--- src/rtl/branch_resolve_unit.sv ---
// Branch condition resolver: evaluates a compare, flags a mispredict against the
// fetch prediction, and keeps saturating branch statistics. 1- or 2-stage pipeline.
module branch_resolve_unit #(
    parameter int WIDTH = 32,
    parameter int CNT_W = 16,
    parameter int PIPE  = 1
) (
    input  logic             clk,
    input  logic             rst_n,
    input  logic             in_valid,
    input  logic [WIDTH-1:0] a,
    input  logic [WIDTH-1:0] b,
    input  logic [3:0]       op,
    input  logic             pred_taken,
    input  logic             stall,
    input  logic             flush,
    input  logic             clr_cnt,
    output logic             out_valid,
    output logic             br,
    output logic             mispredict,
    output logic [CNT_W-1:0] cnt_branch,
    output logic [CNT_W-1:0] cnt_taken,
    output logic [CNT_W-1:0] cnt_mispred
);

    typedef enum logic [3:0] {
        OP_EQ  = 4'd0,
        OP_NE  = 4'd1,
        OP_LEZ = 4'd2,
        OP_GTZ = 4'd3,
        OP_LTZ = 4'd4,
        OP_GEZ = 4'd5,
        OP_LT  = 4'd6,
        OP_LTU = 4'd7,
        OP_GE  = 4'd8,
        OP_GEU = 4'd9
    } op_e;

    localparam logic [CNT_W-1:0] CNT_ONE = {{(CNT_W-1){1'b0}}, 1'b1};
    localparam logic [CNT_W-1:0] CNT_MAX = {CNT_W{1'b1}};

    // Request as seen by the compare logic: the raw inputs for PIPE=1,
    // the stage-1 registers for PIPE=2.
    logic             ev_valid;
    logic [WIDTH-1:0] ev_a;
    logic [WIDTH-1:0] ev_b;
    logic [3:0]       ev_op;
    logic             ev_pred;

    generate
        if (PIPE == 2) begin : g_pipe2
            logic             s1_valid;
            logic [WIDTH-1:0] s1_a;
            logic [WIDTH-1:0] s1_b;
            logic [3:0]       s1_op;
            logic             s1_pred;

            // NOTE: sequential state is assigned with <= so every register samples
            // the pre-edge value of its neighbours, independent of statement order.
            always_ff @(posedge clk) begin
                if (!rst_n) begin
                    s1_valid <= 1'b0;
                end else if (flush) begin
                    s1_valid <= 1'b0;
                end else if (!stall) begin
                    s1_valid <= in_valid;
                end
            end

            // NOTE: operand/op/prediction registers carry no reset; they are only
            // meaningful while s1_valid is set, and leaving them unreset keeps
            // the reset net off the wide datapath.
            always_ff @(posedge clk) begin
                if (!stall) begin
                    s1_a    <= a;
                    s1_b    <= b;
                    s1_op   <= op;
                    s1_pred <= pred_taken;
                end
            end

            assign ev_valid = s1_valid;
            assign ev_a     = s1_a;
            assign ev_b     = s1_b;
            assign ev_op    = s1_op;
            assign ev_pred  = s1_pred;
        end else begin : g_pipe1
            assign ev_valid = in_valid;
            assign ev_a     = a;
            assign ev_b     = b;
            assign ev_op    = op;
            assign ev_pred  = pred_taken;
        end
    endgenerate

    // Compare primitives. Signed less-than uses $signed on both sides, so the
    // 0x7FFFFFFF vs 0x80000000 case is exact with no subtract-overflow hazard.
    logic eq;
    logic lt_s;
    logic lt_u;
    logic a_neg;
    logic a_zero;
    logic br_next;

    assign eq     = (ev_a == ev_b);
    assign lt_s   = ($signed(ev_a) < $signed(ev_b));
    assign lt_u   = (ev_a < ev_b);
    assign a_neg  = ev_a[WIDTH-1];
    assign a_zero = (ev_a == '0);

    // NOTE: br_next gets a default before the case so no path leaves it
    // unassigned, which would otherwise infer a latch.
    always_comb begin
        br_next = 1'b0;
        case (op_e'(ev_op))
            OP_EQ:   br_next = eq;
            OP_NE:   br_next = !eq;
            OP_LEZ:  br_next = a_neg || a_zero;
            OP_GTZ:  br_next = !a_neg && !a_zero;
            OP_LTZ:  br_next = a_neg;
            OP_GEZ:  br_next = !a_neg;
            OP_LT:   br_next = lt_s;
            OP_LTU:  br_next = lt_u;
            OP_GE:   br_next = !lt_s;
            OP_GEU:  br_next = !lt_u;
            default: br_next = 1'b0;
        endcase
    end

    logic mis_next;
    logic load;

    assign mis_next = br_next ^ ev_pred;
    assign load     = ev_valid && !stall && !flush;

    // br/mispredict are forced low whenever the loaded slot is empty.
    always_ff @(posedge clk) begin
        if (!rst_n || flush) begin
            out_valid  <= 1'b0;
            br         <= 1'b0;
            mispredict <= 1'b0;
        end else if (!stall) begin
            out_valid  <= ev_valid;
            br         <= ev_valid && br_next;
            mispredict <= ev_valid && mis_next;
        end
    end

    function automatic logic [CNT_W-1:0] sat_inc(input logic [CNT_W-1:0] c,
                                                 input logic             en);
        return (en && (c != CNT_MAX)) ? c + CNT_ONE : c;
    endfunction

    // clr_cnt outranks both the increment and stall.
    always_ff @(posedge clk) begin
        if (!rst_n || clr_cnt) begin
            cnt_branch  <= '0;
            cnt_taken   <= '0;
            cnt_mispred <= '0;
        end else if (load) begin
            cnt_branch  <= sat_inc(cnt_branch, 1'b1);
            cnt_taken   <= sat_inc(cnt_taken, br_next);
            cnt_mispred <= sat_inc(cnt_mispred, mis_next);
        end
    end

endmodule

--- config.mk ---
export PLATFORM = sky130hd
export DESIGN_NAME = branch_resolve_unit
export DESIGN_NICKNAME = d
export VERILOG_FILES = /design/src/rtl/branch_resolve_unit.sv
export SDC_FILE = /design/constraint.sdc
export NUM_CORES = 1
export LEC_CHECK = 0
export BUFFER_PORTS_ARGS = -buffer_cell sky130_fd_sc_hd__buf_2
export CELL_PAD_IN_SITES_DETAIL_PLACEMENT = 0
export CELL_PAD_IN_SITES_GLOBAL_PLACEMENT = 1
export CORE_MARGIN = 10
export CORE_UTILIZATION = 35
export CTS_BUF_LIST = sky130_fd_sc_hd__clkbuf_16
export DETAILED_ROUTE_END_ITERATION = 8
export GPL_ROUTABILITY_DRIVEN = 1
export PLACE_DENSITY = 0.77
export SLEW_MARGIN = 20
export SYNTH_ARGS = -nofsm -noshare
export SYNTH_HDL_FRONTEND = slang
export SYNTH_SLANG_ARGS = --single-unit
--- constraint.sdc ---
create_clock -name clk -period 3.61 [get_ports clk]
set_input_delay 0.722 -clock clk [delete_from_list [all_inputs] [get_ports clk]]
set_output_delay 0.722 -clock clk [all_outputs]
set_load 0.02 [all_outputs]
[Yosys cells after proc, flatten, opt, wreduce, memory -nomap -nowiden]
Index checks and enable logic that the tools add are counted.
Word-level totals
  logic and storage cells: 49
  flip-flop bits (word level): 51
Operators by class
  reductions and logical operators: 23
  muxes and demuxes: 1
  bitwise gates (word level): 1
  $lt $le $gt $ge: 2
  equal/unequal tests: 13
  add/sub/neg operators: 3
Operators by type and width (count)
  32-bit less-than comparator: 2
  16-bit by 1-bit adder with 16-bit output, second input constant: 3
  16-bit != test, second input constant: 3
  32-bit equality test: 1
  32-bit logical NOT: 1
  4-bit by 3-bit equality test with 1-bit output, second input constant: 4
  1-bit one-hot mux with 10 select lines: 1
  4-bit by 2-bit equality test with 1-bit output, second input constant: 2
  4-bit equality test, second input constant: 2
  1-bit logical NOT: 8
  1-bit logical AND: 7
  2-bit AND reduction: 3
  4-bit by 1-bit equality test with 1-bit output, second input constant: 1
  4-bit logical NOT: 1
  1-bit logical OR: 3
  1-bit bitwise XOR: 1

[Depth between registers and ports, before layout]
Gate-level depths: netlist of run 1.
  word-level depth: 7
  depth in mapped cells: 13
  mapped depth without buffers: 11

[Worst setup path before layout of run 1]
No wires, ideal clock.
  path type: input to register
  start: input b[31]
  end: register cnt_mispred[1]
  library setup time: 0.070 ns
  buffers on the path: 2
  required time: 3.540 ns
  setup slack: 0.309 ns
  stages on the path: 13
  arrival: 3.231 ns
  path through: inv_1 -> ha_1 -> nand4_1 -> or4_1 -> nor2_1 -> mux2i_1 -> a21o_1 -> o211ai_4 -> xnor2_2 -> buf_2 -> buf_2 -> o21ai_0 -> a21oi_1
Between the ends
  word-level cells in the longest chain between the ends: 6
  elaborated cells on any way between the ends: 10
  those cells by class: 2 x order compare; 1 x eq/ne; 1 x mux; 1 x bitwise; 5 x reduce/logical
RTL lines
  start, declared: line 12  | input logic [WIDTH-1:0] b,
  32-bit less-than comparator, or another cell as far along: line 107  | assign lt_u = (ev_a < ev_b);
  1-bit logical NOT, on equally long branches: line 125, 117, 124
  1-bit one-hot mux with 10 select lines (*): line 115  | case (op_e'(ev_op))
  1-bit bitwise XOR (*): line 133  | assign mis_next = br_next ^ ev_pred;
  1-bit logical AND (*): line 151  | return (en && (c != CNT_MAX)) ? c + CNT_ONE : c;
  2-bit AND reduction (no source line) (*)
  end signal, assigned: line 163  | cnt_mispred <= sat_inc(cnt_mispred, mis_next);
  end, declared: line 23  | output logic [CNT_W-1:0] cnt_mispred
Mark *: on every way between the ends. The rest lies on a longest branch, timed or not.
A chain may end at the register's enable or synchronous reset.

[Final worst setup path of run 1]
  start: input a[31]
  end: register cnt_mispred[11]
Between the ends
  word-level cells in the longest chain between the ends: 7
  elaborated cells on any way between the ends: 15
  those cells by class: 2 x order compare; 1 x eq/ne; 1 x mux; 1 x bitwise; 10 x reduce/logical
RTL lines
  start, declared: line 11  | input logic [WIDTH-1:0] a,
  branches (longest 3 deep; another with 32-bit less-than comparator)
  1-bit one-hot mux with 10 select lines (*): line 115
  1-bit bitwise XOR (*): line 133
  1-bit logical AND (*): line 151
  2-bit AND reduction (no source line) (*)
Every way passes the cells marked *.

==> flow_summary.yaml, run 1 <==
finish:
  fin_cells: 690
  nets: 666
  drive_gt1_frac: 0.259
  design_area_um2: 4410
  diodes: 0
  synthToLayoutAreaGrowth_pct: 28.9
sta:
  rsz0062_at_grt: "no"
  min_period_ns: 3.29
  drv_slew: 0
  worst_slew_pin_slew_ns: 0.744
  slew-limit-headroom: 0.503
  clock_skew_ns: 0.00766
  setup_violations: 0
  min_period_over_period: 0.911
  max_freq_ghz: 0.304
  totalNegativeSetupSlack_ns: 0
  hold_violations: 0
setup_path:
  critPathKind: "input port to flop"
  cp_cell_sequence: "buf_2 -> ha_1 -> nand4_1 -> or4_1 -> nor2_1 -> mux2i_1 -> a21o_1 -> o211ai_4 -> xnor2_2 -> buf_12 -> or4_1 -> a21oi_1"
  start_kind: "input port"
  cpMostUsedCell: "or4_1"
  path_buf_inv: 2
  cp_slowest_cell: "or4_1"
  slowest_delay_ns: 0.59
  cp.arrival_ns: 3.51
  reg2reg_depth: 9
  crit_cells: 12
  cp.required_ns: 3.83
  cp-end-kind: "flop"
  path_delay_family: "simple AND/OR/NAND/NOR gates"
  path_max_fanout: 28
global_routing:
  first_global_vias: 3583
  grt_pass1_wl_mm: 16.7
  grt-ovfl-total: 0
  grt_usage: 0.137
  antenna_found_initial: 1
  grt_start_max_net_pins: 43
floorplanning:
  std_cell_rows: 36
  dieHeight_um: 119
  ios: 126
  dieArea_um2: 14100
  core_area_um2: 9640
  start_util: 0.355
  die_w_um: 119
clock_network:
  clkSlewWorstSetupHoldPaths_ns: 0.07
  cts_resized: 0
  root_buffer: "clkbuf_16"
  post_cts_buffers: 0
  cts_buffers: 5
  cts_max_level: 2
  clock_sinks: 51
  insertion_delay_ns: 0.29
  cts_tree: "built"
  cts.path.max_buffers: 2
  ctsHoldBuffers: 0
place:
  numPortBuffers: 125
  placed_area_um2: 4240
  dp_hpwl_mm: 8.12
  placedCellCount: 682
  gp_congestion: 0.777
yosys:
  synth_nets: 539
  synth_async_sr_flop_share: 0
  synthDistinctLibCells: 44
  ys.flop_type: "dfxtp_1"
  ys_seq_area_frac: 0.298
  netlist_instances: 429
  ys_warn_count: 0
  ys_ff_latch: 51
  synth_edf_count: 0
  synth_area_um2: 3420
  syn_avg_cell_area_um2: 7.98
hold_path:
  hold_path.class: "flop to flop"
  hold_depth: 2
flow_run:
  drv_cap: 0
drt:
  drc_errors: 0
  drt_wl_total_mm: 9.94
  viasPerCell: 5.08
  drtPass1Iterations: 4
  first_iter_violations: 179
  ant_nets: 0
  wire_per_inst_um: 14.4
  vias: 3505
power_and_ir_drop:
  p_leak_nw: 1.98
  p_per_area_nw_per_um2: 300
  ir_worst_vdd_mv: 0.200
run_status:
  status: "finished, final reports clean"
## flip-flops by register name, indices dropped and copies added, names as in the netlist
register / flops
cnt_mispred: 16
out_valid: 1
cnt_branch: 16
br: 1
mispredict: 1
cnt_taken: 16
## layer usage
metal  GRT usage  wire, um
met1       0.169      4540
met2       0.226      4570
met3      0.0482       744
met4      0.0267        94
met5           0         0
## worst min-delay path, stage by stage (launching register included)
cell	delay, ns
dfxtp_1	0.32
nand2_1	0.05
a21oi_1	0.05
## power by group
group          internal [mW]  total, mW  switching, mW
logic                 0.0948      0.212          0.117
clock network          0.328      0.546          0.218
registers              0.564      0.565        0.00144
total                  0.986       1.32          0.337
## kinds of logic (layout without fill, tap and decap cells)
group / Yosys count / after routing / share of synthesized area
xor gates and xnor gates: 21 / 21 / 0.0559
buffers and inverters: 52 / 180 / 0.0578
AOI/OAI and AO/OA: 83 / 83 / 0.155
muxes: 6 / 6 / 0.0176
DFF: 51 / 51 / 0.298
adders and majority gates: 35 / 35 / 0.128
and+or+nand+nor: 181 / 181 / 0.288
## through the flow
stage | power (mW) | util | hold WS (ns) | worst slack [ns]
floorplan | 0.697 | - | 0.528 | 0.309
global placement | 0.787 | 0.440 | 0.443 | 0.105
CTS | 1.33 | 0.458 | 0.466 | 0.313
detailed placement | 0.791 | 0.440 | 0.457 | 0.0191
global route | 1.39 | 0.458 | 0.488 | 0.0946
finish | 1.32 | 0.458 | 0.463 | 0.322
## final timing paths
check,from,endpoint,slack [ns]
min,mispredict,mispredict,0.46
max reg2reg,cnt_taken[8],cnt_taken[15],1.22
min reg2reg,mispredict,mispredict,0.46
max,a[31],cnt_mispred[11],0.32
## cell usage after synthesis (13+ instances only)
cell type  number  area (um2)
xor2_1         15         131
inv_1          40         150
dfxtp_1        51        1020
or4_1          16         120
nor2_1         30         113
o31ai_1        13        97.6
nand4_1        16         100
nand3_1        29         145
o21ai_0        13        65.1
nand2_1        30         113
a21oi_1        35         175
ha_1           35         438
and3_1         13        81.3
## final cells by class
cell class                 count  area, um2
clock buffer                   5        125
clock inverter                 3       42.5
fill                         977       5230
inverter                      40        150
multi-input combinational    326       2200
sequential                    51       1020
tap                          133        166
timing repair buffer         132        703
## cells in the final DEF, fill, tap and decap left out, types with 8 or more instances in the layout
master,Yosys,final
a21oi_1,35,35
and3_1,13,13
buf_2,2,125
dfxtp_1,51,51
ha_1,35,35
inv_1,40,40
nand2_1,30,30
nand3_1,29,29
nand4_1,16,16
nor2_1,30,30
nor4_1,9,9
o21ai_0,13,13
o31ai_1,13,13
or3_1,8,8
or4_1,16,16
xor2_1,15,15
(Power assumes the default switching activity.)
==> run 2, diff against run 1 <==
- CORE_MARGIN: 10 -> 1
==> flow_summary.yaml, run 2 (synthesis results as in run 1) <==
clock_network:
  cts_buffers: 5
  clock_sinks: 51
  cts_resized: 0
  ctsHoldBuffers: 0
  cts.path.max_buffers: 2
  insertion_delay_ns: 0.29
  root_buffer: "clkbuf_16"
  cts_tree: "built"
  cts_max_level: 2
  clkSlewWorstSetupHoldPaths_ns: 0.07
  post_cts_buffers: 0
floorplanning:
  dieHeight_um: 101
  std_cell_rows: 35
  core_area_um2: 9370
  dieArea_um2: 10200
  ios: 126
  die_w_um: 101
  start_util: 0.365
finish:
  layout_commonest_cell: "buf_2"
  drive_gt1_frac: 0.262
  synthToLayoutAreaGrowth_pct: 29.1
  fin_cells: 688
  nets: 667
  mostFrequentLayoutCells: "buf_2, dfxtp_1, inv_1"
  top_regs: "cnt_branch: 16 flops, cnt_mispred: 16 flops, cnt_taken: 16 flops"
setup_path:
  reg2reg_slack_ns: 1.25
  critPathCapture: "cnt_mispred[4]"
  cp-end-kind: "flop"
  r2r_start: "cnt_taken[8]"
  start_kind: "input port"
  reg2reg_depth: 9
  startpoint: "a[31]"
  cp.required_ns: 3.82
  rr_endpoint: "cnt_taken[15]"
  path_max_fanout: 28
  cp.arrival_ns: 3.54
  critPathKind: "input port to flop"
sta:
  rsz0062_at_grt: "no"
  slew-limit-headroom: 0.500
  hold_ws_ns: 0.458
  hold_violations: 0
  max_freq_ghz: 0.301
  setup_violations: 0
  min_period_over_period: 0.922
  drv_slew: 0
  min_period_ns: 3.33
  totalNegativeSetupSlack_ns: 0
  clock_skew_ns: 0.00522
  worst_slew_pin_slew_ns: 0.749
global_routing:
  antenna_found_initial: 1
  grt_usage: 0.181
  grt-ovfl-total: 0
  grt_start_max_net_pins: 29
  grt_pass1_wl_mm: 14.9
  first_global_vias: 3308
drt:
  drtPass1Iterations: 4
  drc_errors: 0
  drt_wl_total_mm: 8.91
  ant_nets: 0
  viasPerCell: 5.10
  first_iter_violations: 77
  wire_per_inst_um: 13.0
  vias: 3507
place:
  dp_hpwl_mm: 7.20
  numPortBuffers: 125
  placedCellCount: 679
  gp_congestion: 0.821
power_and_ir_drop:
  p_per_area_nw_per_um2: 298
  ir_worst_vdd_mv: 0.173
  p_leak_nw: 1.98
  power.total_mw: 1.32
hold_path:
  hold_path.class: "flop to flop"
flow_run:
  drv_cap: 0
run_status:
  status: "finished, final reports clean"
==> run 2: cell count changes in the layout (fill, tap and decap cells not counted) <==
cell | before | now
buf_4 | 5 | 6
clkinv_1 | 1 | 0
clkinv_2 | 0 | 1
clkinv_4 | 0 | 1
diode_2 | 0 | 1
inv_6 | 1 | 0
==> run 2: power by group <==
group	switching, mW	internal (mW)	total, mW
clock	0.215	0.327	0.543
combinational	0.116	0.0950	0.211
sequential	0.00132	0.564	0.565
total	0.333	0.986	1.32
==> run 2: how the worst min path moves through the flow <==
| stage | cells past startpoint | startpoint | to |
|---|---|---|---|
| finish | 2 | mispredict | mispredict |
| global route | 2 | mispredict | mispredict |
| CTS | 2 | mispredict | mispredict |
| detailed placement | 2 | mispredict | mispredict |
| global placement | 2 | mispredict | mispredict |
| floorplan | 2 | mispredict | mispredict |
==> run 2: per-layer routing <==
layer  vias up  wire length, um  track usage
met3         8              268       0.0264
met2        62             4470        0.327
met4         0              102       0.0479
met1      1616             4070        0.223
met5         -                0            0
li1       1821                -            -
==> run 2: area by class of cell <==
class | instances | area (um2)
Antenna cell | 1 | 2.50
Clock buffer | 5 | 125
Fill cell | 957 | 4950
Timing Repair Buffer | 133 | 711
Sequential cell | 51 | 1020
Inverter | 40 | 150
Tap cell | 129 | 161
Multi-Input combinational cell | 326 | 2200
Clock inverter | 3 | 43.8
==> run 2: critical path: stages <==
cell and delay (ns):
buf_2 0.13, ha_1 0.33, nand4_1 0.15, or4_1 0.60
nor2_1 0.18, mux2i_1 0.20, a21o_1 0.17, o211ai_4 0.11
xnor2_2 0.17, buf_12 0.17, or4_1 0.47, a21oi_1 0.15
==> run 2: through the flow <==
stage	worst slack [ns]	instance area, um2	utilization
floorplan	0.309	3420	-
global route	0.0840	4420	0.471
finish	0.283	4420	0.471
global placement	0.0851	4250	0.453
CTS	0.274	4420	0.471
detailed placement	-0.0263	4250	0.453
